--- config.mk ---
export PLATFORM = sky130hd
export DESIGN_NAME = psk_symbol_serializer_flat
export DESIGN_NICKNAME = d
export VERILOG_FILES = /design/src/rtl/psk_symbol_serializer_if.sv /design/src/rtl/psk_symbol_serializer.sv /design/src/flat_wrapper.sv
export SDC_FILE = /design/constraint.sdc
export NUM_CORES = 1
export LEC_CHECK = 0
export ABC_AREA = 1
export BUFFER_PORTS_ARGS = -buffer_cell sky130_fd_sc_hd__buf_2
export CAP_MARGIN = 0
export CELL_PAD_IN_SITES_DETAIL_PLACEMENT = 1
export CELL_PAD_IN_SITES_GLOBAL_PLACEMENT = 1
export CORE_ASPECT_RATIO = 0.5
export CORE_MARGIN = 10
export CORE_UTILIZATION = 25
export DETAILED_ROUTE_END_ITERATION = 6
export GPL_ROUTABILITY_DRIVEN = 1
export PLACE_DENSITY = 0.63
export SYNTH_ARGS = -nofsm -noshare
export SYNTH_HDL_FRONTEND = slang
export SYNTH_SLANG_ARGS = --single-unit
export TNS_END_PERCENT = 100
--- constraint.sdc ---
create_clock -name clk -period 3.3 [get_ports clk]
set_input_delay 0.66 -clock clk [delete_from_list [all_inputs] [get_ports clk]]
set_output_delay 0.66 -clock clk [all_outputs]
set_load 0.02 [all_outputs]
--- src/rtl/psk_symbol_serializer_if.sv ---
// FIFO-side and phase-generator-side signals of the PSK symbol serializer.
// fifo_data is valid whenever fifo_empty=0; the head word is consumed at the edge where fifo_read=1.
interface psk_symbol_serializer_if #(
    parameter int DATA_WIDTH      = 8,
    parameter int BITS_PER_SYMBOL = 2
);
    logic                       enable;
    logic [DATA_WIDTH-1:0]      fifo_data;
    logic                       fifo_empty;
    logic                       fifo_read;
    logic [BITS_PER_SYMBOL-1:0] phase;
    logic                       sym_valid;
    logic                       sym_strobe;
    logic                       underrun;
    logic                       underrun_clr;

    modport master (
        input  enable, fifo_data, fifo_empty, underrun_clr,
        output fifo_read, phase, sym_valid, sym_strobe, underrun
    );

    modport slave (
        output enable, fifo_data, fifo_empty, underrun_clr,
        input  fifo_read, phase, sym_valid, sym_strobe, underrun
    );
endinterface

--- src/rtl/psk_symbol_serializer.sv ---
// Slices FWFT FIFO words LSB-first into held M-PSK phase indices with optional
// Gray/differential mapping, word repeat and a sticky underrun flag.
module psk_symbol_serializer #(
    parameter int DATA_WIDTH      = 8,
    parameter int BITS_PER_SYMBOL = 2,
    parameter int CLKS_PER_SYMBOL = 4,
    parameter int WORD_REPEAT     = 1,
    parameter int GRAY            = 0,
    parameter int DIFFERENTIAL    = 0
) (
    input  logic                   clk,
    input  logic                   rst,
    psk_symbol_serializer_if.master bus,
    output logic                   dbg_state
);
    localparam int B    = BITS_PER_SYMBOL;
    localparam int NSYM = DATA_WIDTH / BITS_PER_SYMBOL;
    localparam int CW   = (CLKS_PER_SYMBOL > 1) ? $clog2(CLKS_PER_SYMBOL) : 1;
    localparam int SW   = (NSYM > 1) ? $clog2(NSYM) : 1;
    localparam int RW   = (WORD_REPEAT > 1) ? $clog2(WORD_REPEAT) : 1;
    localparam logic [CW-1:0] CLK_LAST = CW'(CLKS_PER_SYMBOL - 1);
    localparam logic [SW-1:0] SYM_LAST = SW'(NSYM - 1);
    localparam logic [RW-1:0] REP_LAST = RW'(WORD_REPEAT - 1);

    typedef enum logic {IDLE = 1'b0, RUN = 1'b1} state_t;

    state_t                state;
    logic [CW-1:0]         clk_cnt;
    logic [SW-1:0]         sym_cnt;
    logic [RW-1:0]         rep_cnt;
    logic [DATA_WIDTH-1:0] word;
    logic [B-1:0]          acc;
    logic [B-1:0]          phase_q;
    logic                  fifo_read_q;
    logic                  sym_strobe_q;
    logic                  sym_valid_q;
    logic                  underrun_q;

    logic                  clk_last, sym_last, rep_last;
    logic                  capture, do_load, fresh, underrun_evt;
    logic [DATA_WIDTH-1:0] src_word;
    logic [SW-1:0]         src_idx;
    logic [DATA_WIDTH-1:0] shifted;
    logic [B-1:0]          raw, mapped, acc_base, phase_new;

    assign clk_last = (clk_cnt == CLK_LAST);
    assign sym_last = (sym_cnt == SYM_LAST);
    assign rep_last = (rep_cnt == REP_LAST);

    // Decide what (if anything) is loaded into phase at the coming edge.
    always_comb begin
        capture      = 1'b0;
        do_load      = 1'b0;
        fresh        = 1'b0;
        underrun_evt = 1'b0;
        src_word     = word;
        src_idx      = '0;
        case (state)
            IDLE: begin
                if (!bus.fifo_empty) begin
                    capture  = 1'b1;
                    do_load  = 1'b1;
                    fresh    = 1'b1;
                    src_word = bus.fifo_data;
                end
            end
            RUN: begin
                if (clk_last) begin
                    if (!sym_last) begin
                        do_load = 1'b1;
                        src_idx = sym_cnt + SW'(1);
                    end else if (!rep_last) begin
                        do_load = 1'b1;
                    end else if (!bus.fifo_empty) begin
                        capture  = 1'b1;
                        do_load  = 1'b1;
                        src_word = bus.fifo_data;
                    end else begin
                        underrun_evt = 1'b1;
                    end
                end
            end
            default: ;
        endcase
    end

    // A new burst from IDLE restarts the differential accumulator at zero.
    assign shifted   = src_word >> (int'(src_idx) * B);
    assign raw       = shifted[B-1:0];
    assign mapped    = (GRAY != 0) ? (raw ^ (raw >> 1)) : raw;
    assign acc_base  = fresh ? '0 : acc;
    assign phase_new = (DIFFERENTIAL != 0) ? (acc_base + mapped) : mapped;

    always_ff @(posedge clk) begin
        if (rst) begin
            state        <= IDLE;
            clk_cnt      <= '0;
            sym_cnt      <= '0;
            rep_cnt      <= '0;
            word         <= '0;
            acc          <= '0;
            phase_q      <= '0;
            fifo_read_q  <= 1'b0;
            sym_strobe_q <= 1'b0;
            sym_valid_q  <= 1'b0;
            underrun_q   <= 1'b0;
        end else if (bus.enable) begin
            fifo_read_q  <= capture;
            sym_strobe_q <= do_load;
            if (do_load) begin
                phase_q <= phase_new;
                acc     <= (DIFFERENTIAL != 0) ? phase_new : '0;
            end
            if (underrun_evt) begin
                underrun_q <= 1'b1;
            end else if (bus.underrun_clr) begin
                underrun_q <= 1'b0;
            end
            case (state)
                IDLE: begin
                    if (capture) begin
                        word        <= bus.fifo_data;
                        clk_cnt     <= '0;
                        sym_cnt     <= '0;
                        rep_cnt     <= '0;
                        sym_valid_q <= 1'b1;
                        state       <= RUN;
                    end
                end
                RUN: begin
                    if (!clk_last) begin
                        clk_cnt <= clk_cnt + CW'(1);
                    end else begin
                        clk_cnt <= '0;
                        if (!sym_last) begin
                            sym_cnt <= sym_cnt + SW'(1);
                        end else begin
                            sym_cnt <= '0;
                            if (!rep_last) begin
                                rep_cnt <= rep_cnt + RW'(1);
                            end else begin
                                rep_cnt <= '0;
                                if (capture) begin
                                    word <= bus.fifo_data;
                                end else begin
                                    sym_valid_q <= 1'b0;
                                    state       <= IDLE;
                                end
                            end
                        end
                    end
                end
                default: state <= IDLE;
            endcase
        end
    end

    // Pulses stay pending in their registers while disabled and show on the next enabled cycle.
    assign bus.fifo_read  = fifo_read_q & bus.enable & ~rst;
    assign bus.sym_strobe = sym_strobe_q & bus.enable & ~rst;
    assign bus.phase      = phase_q;
    assign bus.sym_valid  = sym_valid_q;
    assign bus.underrun   = underrun_q;
    assign dbg_state      = (state == RUN);
endmodule

--- src/flat_wrapper.sv ---
// flat-port wrapper written by rule: the top's interface ports become plain ports
module psk_symbol_serializer_flat 
#(
    parameter int DATA_WIDTH      = 8,
    parameter int BITS_PER_SYMBOL = 2,
    parameter int CLKS_PER_SYMBOL = 4,
    parameter int WORD_REPEAT     = 1,
    parameter int GRAY            = 0,
    parameter int DIFFERENTIAL    = 0
)
  (clk, rst, dbg_state, bus_enable, bus_fifo_data, bus_fifo_empty, bus_underrun_clr, bus_fifo_read, bus_phase, bus_sym_valid, bus_sym_strobe, bus_underrun);
  psk_symbol_serializer_if #(.DATA_WIDTH(DATA_WIDTH), .BITS_PER_SYMBOL(BITS_PER_SYMBOL)) bus_i ();
  input  logic clk;
  input  logic rst;
  output logic dbg_state;
  input wire logic [$bits(bus_i.enable)-1:0] bus_enable;
  input wire logic [$bits(bus_i.fifo_data)-1:0] bus_fifo_data;
  input wire logic [$bits(bus_i.fifo_empty)-1:0] bus_fifo_empty;
  input wire logic [$bits(bus_i.underrun_clr)-1:0] bus_underrun_clr;
  output wire logic [$bits(bus_i.fifo_read)-1:0] bus_fifo_read;
  output wire logic [$bits(bus_i.phase)-1:0] bus_phase;
  output wire logic [$bits(bus_i.sym_valid)-1:0] bus_sym_valid;
  output wire logic [$bits(bus_i.sym_strobe)-1:0] bus_sym_strobe;
  output wire logic [$bits(bus_i.underrun)-1:0] bus_underrun;
  assign bus_i.enable = bus_enable;
  assign bus_i.fifo_data = bus_fifo_data;
  assign bus_i.fifo_empty = bus_fifo_empty;
  assign bus_i.underrun_clr = bus_underrun_clr;
  assign bus_fifo_read = bus_i.fifo_read;
  assign bus_phase = bus_i.phase;
  assign bus_sym_valid = bus_i.sym_valid;
  assign bus_sym_strobe = bus_i.sym_strobe;
  assign bus_underrun = bus_i.underrun;
  psk_symbol_serializer #(.DATA_WIDTH(DATA_WIDTH), .BITS_PER_SYMBOL(BITS_PER_SYMBOL), .CLKS_PER_SYMBOL(CLKS_PER_SYMBOL), .WORD_REPEAT(WORD_REPEAT), .GRAY(GRAY), .DIFFERENTIAL(DIFFERENTIAL)) u_core (.clk(clk), .rst(rst), .bus(bus_i), .dbg_state(dbg_state));
endmodule
* Word level (Yosys, flattened, before mapping)
Cells that the tools add are included.
** Word-level totals
- Logic and storage cells :: 85
- Output and inout bits :: 7
- Register bits after elaboration :: 20
** Cells by class
- Add/sub/neg operators :: 3
- Equality and inequality tests :: 7
- Shifts and indexed selects :: 1
- Reduce and logical (&&, ||, !) cells :: 8
- Bitwise logic cells :: 6
- Mux-type cells :: 50
** Operators with widths (number)
- 8-bit 2-to-1 mux :: 8
- 8-bit one-hot mux with 2 select lines :: 2
- 1-bit 2-to-1 mux :: 27
- 2-bit 2-to-1 mux :: 6
- 1-bit one-hot mux with 2 select lines :: 5
- 2-bit inequality test, second input constant :: 4
- 2-bit one-hot mux with 2 select lines :: 2
- 4-bit AND reduction :: 2
- 8-bit by 3-bit right shift with 2-bit output :: 1
- 2-bit AND reduction :: 3
- 6-bit AND reduction :: 1
- 2-bit by 1-bit adder with 2-bit output, second input constant :: 2
- 1-bit bitwise AND :: 4
- 2-bit equality test, second input constant :: 2
- 3-bit AND reduction :: 1
- 2-bit by 1-bit inequality test with 1-bit output, second input constant :: 1
- 1-bit NOT :: 2
- 2-bit nonzero test :: 1
- 1-bit adder, second input constant :: 1

* Longest topological paths before layout
- Word-level depth :: 10
- Mapped depth :: 10
- Mapped depth without buffers :: 10

* Worst setup path after synthesis
Ideal clock, no wire load.
- Path kind :: in2out
- Start :: input port bus_enable
- End :: output port bus_sym_strobe
- Stages on the path :: 2
- Slack :: 1662 ps
- Arrival time :: 978 ps
- Path through :: nand2_1 -> nor2_1
** On the way
- Longest elaborated chain between the ends :: 2
** RTL lines
- start: declaration :: line flat_wrapper.sv:16 : input wire logic [$bits(bus_i.enable)-1:0] bus_enable;
- 1-bit bitwise AND (2 in a row) :: line psk_symbol_serializer.sv:160 : assign bus.sym_strobe = sym_strobe_q & bus.enable & ~rst;
- end: declaration :: line flat_wrapper.sv:23 : output wire logic [$bits(bus_i.sym_strobe)-1:0] bus_sym_strobe;
No other way between the ends.

* Final worst setup path
Same ends and word-level chain as after synthesis.

==> metrics.log <==
INFO  metric number_of_buffers_added_for_setup_after_cts = 0
INFO  metric r2r_setup_slack = about 1.6 ns
INFO  metric post_synth_and_or_nand_nor_area_fraction = 0.371
INFO  metric timing_max_transition_violations_final = 0
INFO  metric worst_setup_hold_path_clk_slew = 0.07 ns
INFO  metric ys_async_sr_fraction = 0
INFO  metric max_slew_margin = 0.685
INFO  metric grt_start_max_net_pins = 18
INFO  metric timing.critical_path.slowest_stage_cell = buf_2
INFO  metric area_growth_syn_to_layout = 20.4%
INFO  metric wirelength = 2.88 mm
INFO  metric drc_errors = 0
INFO  metric setup-violations-final = 0
INFO  metric row_count = 15
INFO  metric ys_types = 20
INFO  metric setup_repair_after_global_routing_missed_its_margin = no
INFO  metric whs = between 0.4 and 0.5 ns
INFO  metric vdd_ir_drop_max = around 0.17 mV
INFO  metric timing.final.crit_period = approximately 1.8 ns
INFO  metric final_net_count = 176
INFO  metric crit_fanout = 7
INFO  metric grt.overflow.total = 0
INFO  metric antenna_cells_inserted = 0
INFO  metric layout-drive-gt1-share = 0.214
INFO  metric place_worst_setup_slack = ~1.5 ns
INFO  metric total_routing_resource_utilization_after_global_routing = 0.0841
INFO  metric synth_area_per_cell = just over 7 sq um
INFO  metric slowest_stage_delay_cp = ~0.17 ns
INFO  metric fp.dieH = about 64 microns
INFO  metric hold_fails_final_rpt = 0
INFO  metric detailedPlacementHpwl = about 2.3 mm
INFO  metric post_route_clock_period_utilization = 0.545
INFO  metric yosys_warns = 0
INFO  metric skew = around 0.0043 ns
INFO  metric critPathKind = input pin to primary output
INFO  metric synth.cell_area = approximately 1000 sq um
INFO  metric worst_setup_path_start_kind = input pin
INFO  metric count_of_buffer_and_inverter_cells_on_the_critical_path = 2
INFO  metric crit_chain = buf_2 > nand2_1 > nor2_1 > buf_2
INFO  metric n_fill_cell = between 400 and 500
INFO  metric synth_edf_count = 0
INFO  metric vias_per_cell = 4.67
INFO  metric final.setup.worst_slack = around 1.5 ns
INFO  metric synth_area_leader_cell = dfxtp_1
INFO  metric worst_ep_arrival_time = 1.14 ns
INFO  metric cpMostUsedCell = buf_2
INFO  metric worstSkewPairLatency = between 0.2 and 0.3 ns
INFO  metric tritoncts.num_buffers = 3
INFO  metric worst_setup_path_end_kind = primary output
INFO  metric critical_path_required = about 2.6 ns
INFO  metric p_per_area = approximately 420 nW/um^2
INFO  metric setup-tns-final = 0 ns
INFO  metric synthTopCellsByCount = nand3_1 (27), nor2_1 (22), nand2_1 (20), dfxtp_1 (19), o21ai_0 (14)
INFO  metric post_cts.resized_instances = 0
INFO  metric cts_tree = done
INFO  metric fp.dieArea = between 6000 and 7000 sq um
INFO  metric main_combinational_cell_family_by_area_after_synthesis = simple AND/OR/NAND/NOR gates
INFO  metric result_of_the_run = complete, no violations
INFO  metric synth_cells = between 100 and 150
INFO  metric routedWlPerCell = between 10 and 15 microns
INFO  metric timing_worst_slew_pin_value = approximately 0.47 ns
INFO  metric drt.antenna.violating_nets = 0
INFO  metric ys_seq_area_frac = 0.388
INFO  metric power.leakage = roughly 0.00054 uW
INFO  metric post_cts_hold_buffer_count = 0
INFO  metric yosys.area_share.xor_xnor = 0.00893
INFO  metric vias = slightly below 1,000
INFO  metric max_cap_violations = 0
INFO  metric arithmetic_cell_share_of_the_synthesized_area_counting_full_adders_half_adders_and_majority_gates = 0.0383
INFO  metric ctsRootBufferMaster = clkbuf_8
INFO  metric detailed_router_s_first_iteration_violation_count = 31
INFO  metric grt_first_pass_wirelength = between 4 and 5 mm
INFO  metric gp_congestion = ~0.73
INFO  metric syn-num-nets = 153
INFO  metric hold_path.class = flop to flop
INFO  metric post_synth_main_area_contributors = dfxtp_1 (39%), nand3_1 (14%), nor2_1 (8.4%)
INFO  metric yosys.cell_count.top_type = nand3_1
INFO  metric synth_compound_area_frac = 0.140
INFO  metric via_count_of_the_first_global_routing_pass = roughly 980
INFO  metric critical_path.top_delay_family = buffers and inverters
INFO  metric cts_max_path_buffers = 2
INFO  metric num_io_pins = 20
INFO  metric max_clock_freq = 0.556 GHz
INFO  metric cts-htree-levels = 1
INFO  metric port-buffer-count = 19
INFO  metric area_of_the_placeable_core = 3600 sq um
INFO  metric synth_top_cell_area_share = 0.388
INFO  metric initial_core_utilization = 0.272
INFO  metric initial_antenna_violation_count = 0
INFO  metric die_width = 109 microns
INFO  metric synth.ff_latch_count = 19
INFO  metric dominantRegCellSynth = dfxtp_1
INFO  metric cts.sinks = 19
INFO  metric synth.area.mux_share = 0
INFO  metric drt_pass1_iterations = 4
-- through the flow --
step | util | cell area (sq um) | cells | power [uW]
finish | 0.328 | 1180 | 210 | 501
global route | 0.328 | 1180 | 210 | 526
CTS | 0.328 | 1180 | 210 | 507
detailed placement | 0.315 | 1140 | 206 | 342
global placement | 0.315 | 1140 | 206 | 341
floorplan | - | 981 | 137 | 310
-- report_power, final --
group | switching (uW) | internal [uW]
clock network | 79.3 | 85.9
logic | 54.9 | 29.4
registers | 9.21 | 242
total | 143 | 358
-- sequential cells by signal, indices dropped and copies added (netlist names) --
name	flops
u_core.bus.phase	2
u_core.bus.underrun	1
u_core.clk_cnt	2
u_core.bus.sym_valid	1
u_core.sym_cnt	2
u_core.word	8
u_core.dbg_state	1
u_core.fifo_read_q	1
u_core.sym_strobe_q	1
-- cell type report --
class | instances | area, sq um | area share
multi-input combinational | 104 | 548 | 0.464
clock buffer | 4 | 45.0 | 0.0381
sequential | 19 | 380 | 0.322
inverter | 13 | 48.8 | 0.0413
timing repair buffer | 19 | 95.1 | 0.0805
tap | 51 | 63.8 | 0.0540
-- layer usage --
| metal | vias up | wire (microns) | global-route usage |
|---|---|---|---|
| met4 | 0 | 22 | 0.0245 |
| met5 | - | 0 | 0 |
| met3 | 2 | 149 | 0.0260 |
| met2 | 14 | 1250 | 0.130 |
| li1 | 503 | - | - |
| met1 | 462 | 1460 | 0.109 |
-- tightest hold or removal path: stages, from the launching register on --
cell,delay (ns)
dfxtp_1,0.32
nand2_1,0.06
a21oi_1,0.05
-- worst paths after layout --
path / start / to / cells past startpoint
max: bus_enable / bus_sym_strobe / 4
min: u_core.sym_strobe_q / u_core.sym_strobe_q / 2
max reg2reg: u_core.clk_cnt[0] / u_core.word[1] / 8
min reg2reg: u_core.sym_strobe_q / u_core.sym_strobe_q / 2
-- cells in the final DEF, fill, tap and decap left out --
cell and instances:
nor2_4 1, nand2_1 20, nand2_2 1, ha_1 3, a21oi_1 4, buf_2 19, nand3_1 27, nand2_4 2
nor3_1 3, dfxtp_1 19, nor2_1 22, inv_2 5, nor3_4 1, o21ai_2 1, o31ai_1 1, clkbuf_1 1
a21oi_4 1, clkbuf_8 3, o21a_1 2, inv_1 8, o21ai_0 14, xnor2_1 1
-- logic make-up after synthesis --
group | Yosys count
AND/OR/NAND/NOR | 77
flip-flops | 19
XOR/XNOR | 1
AO/OA/AOI/OAI | 23
buffers and inverters | 14
adder cells (fa/ha/maj) | 3
Note: power is estimated with default switching activity, not from simulation.
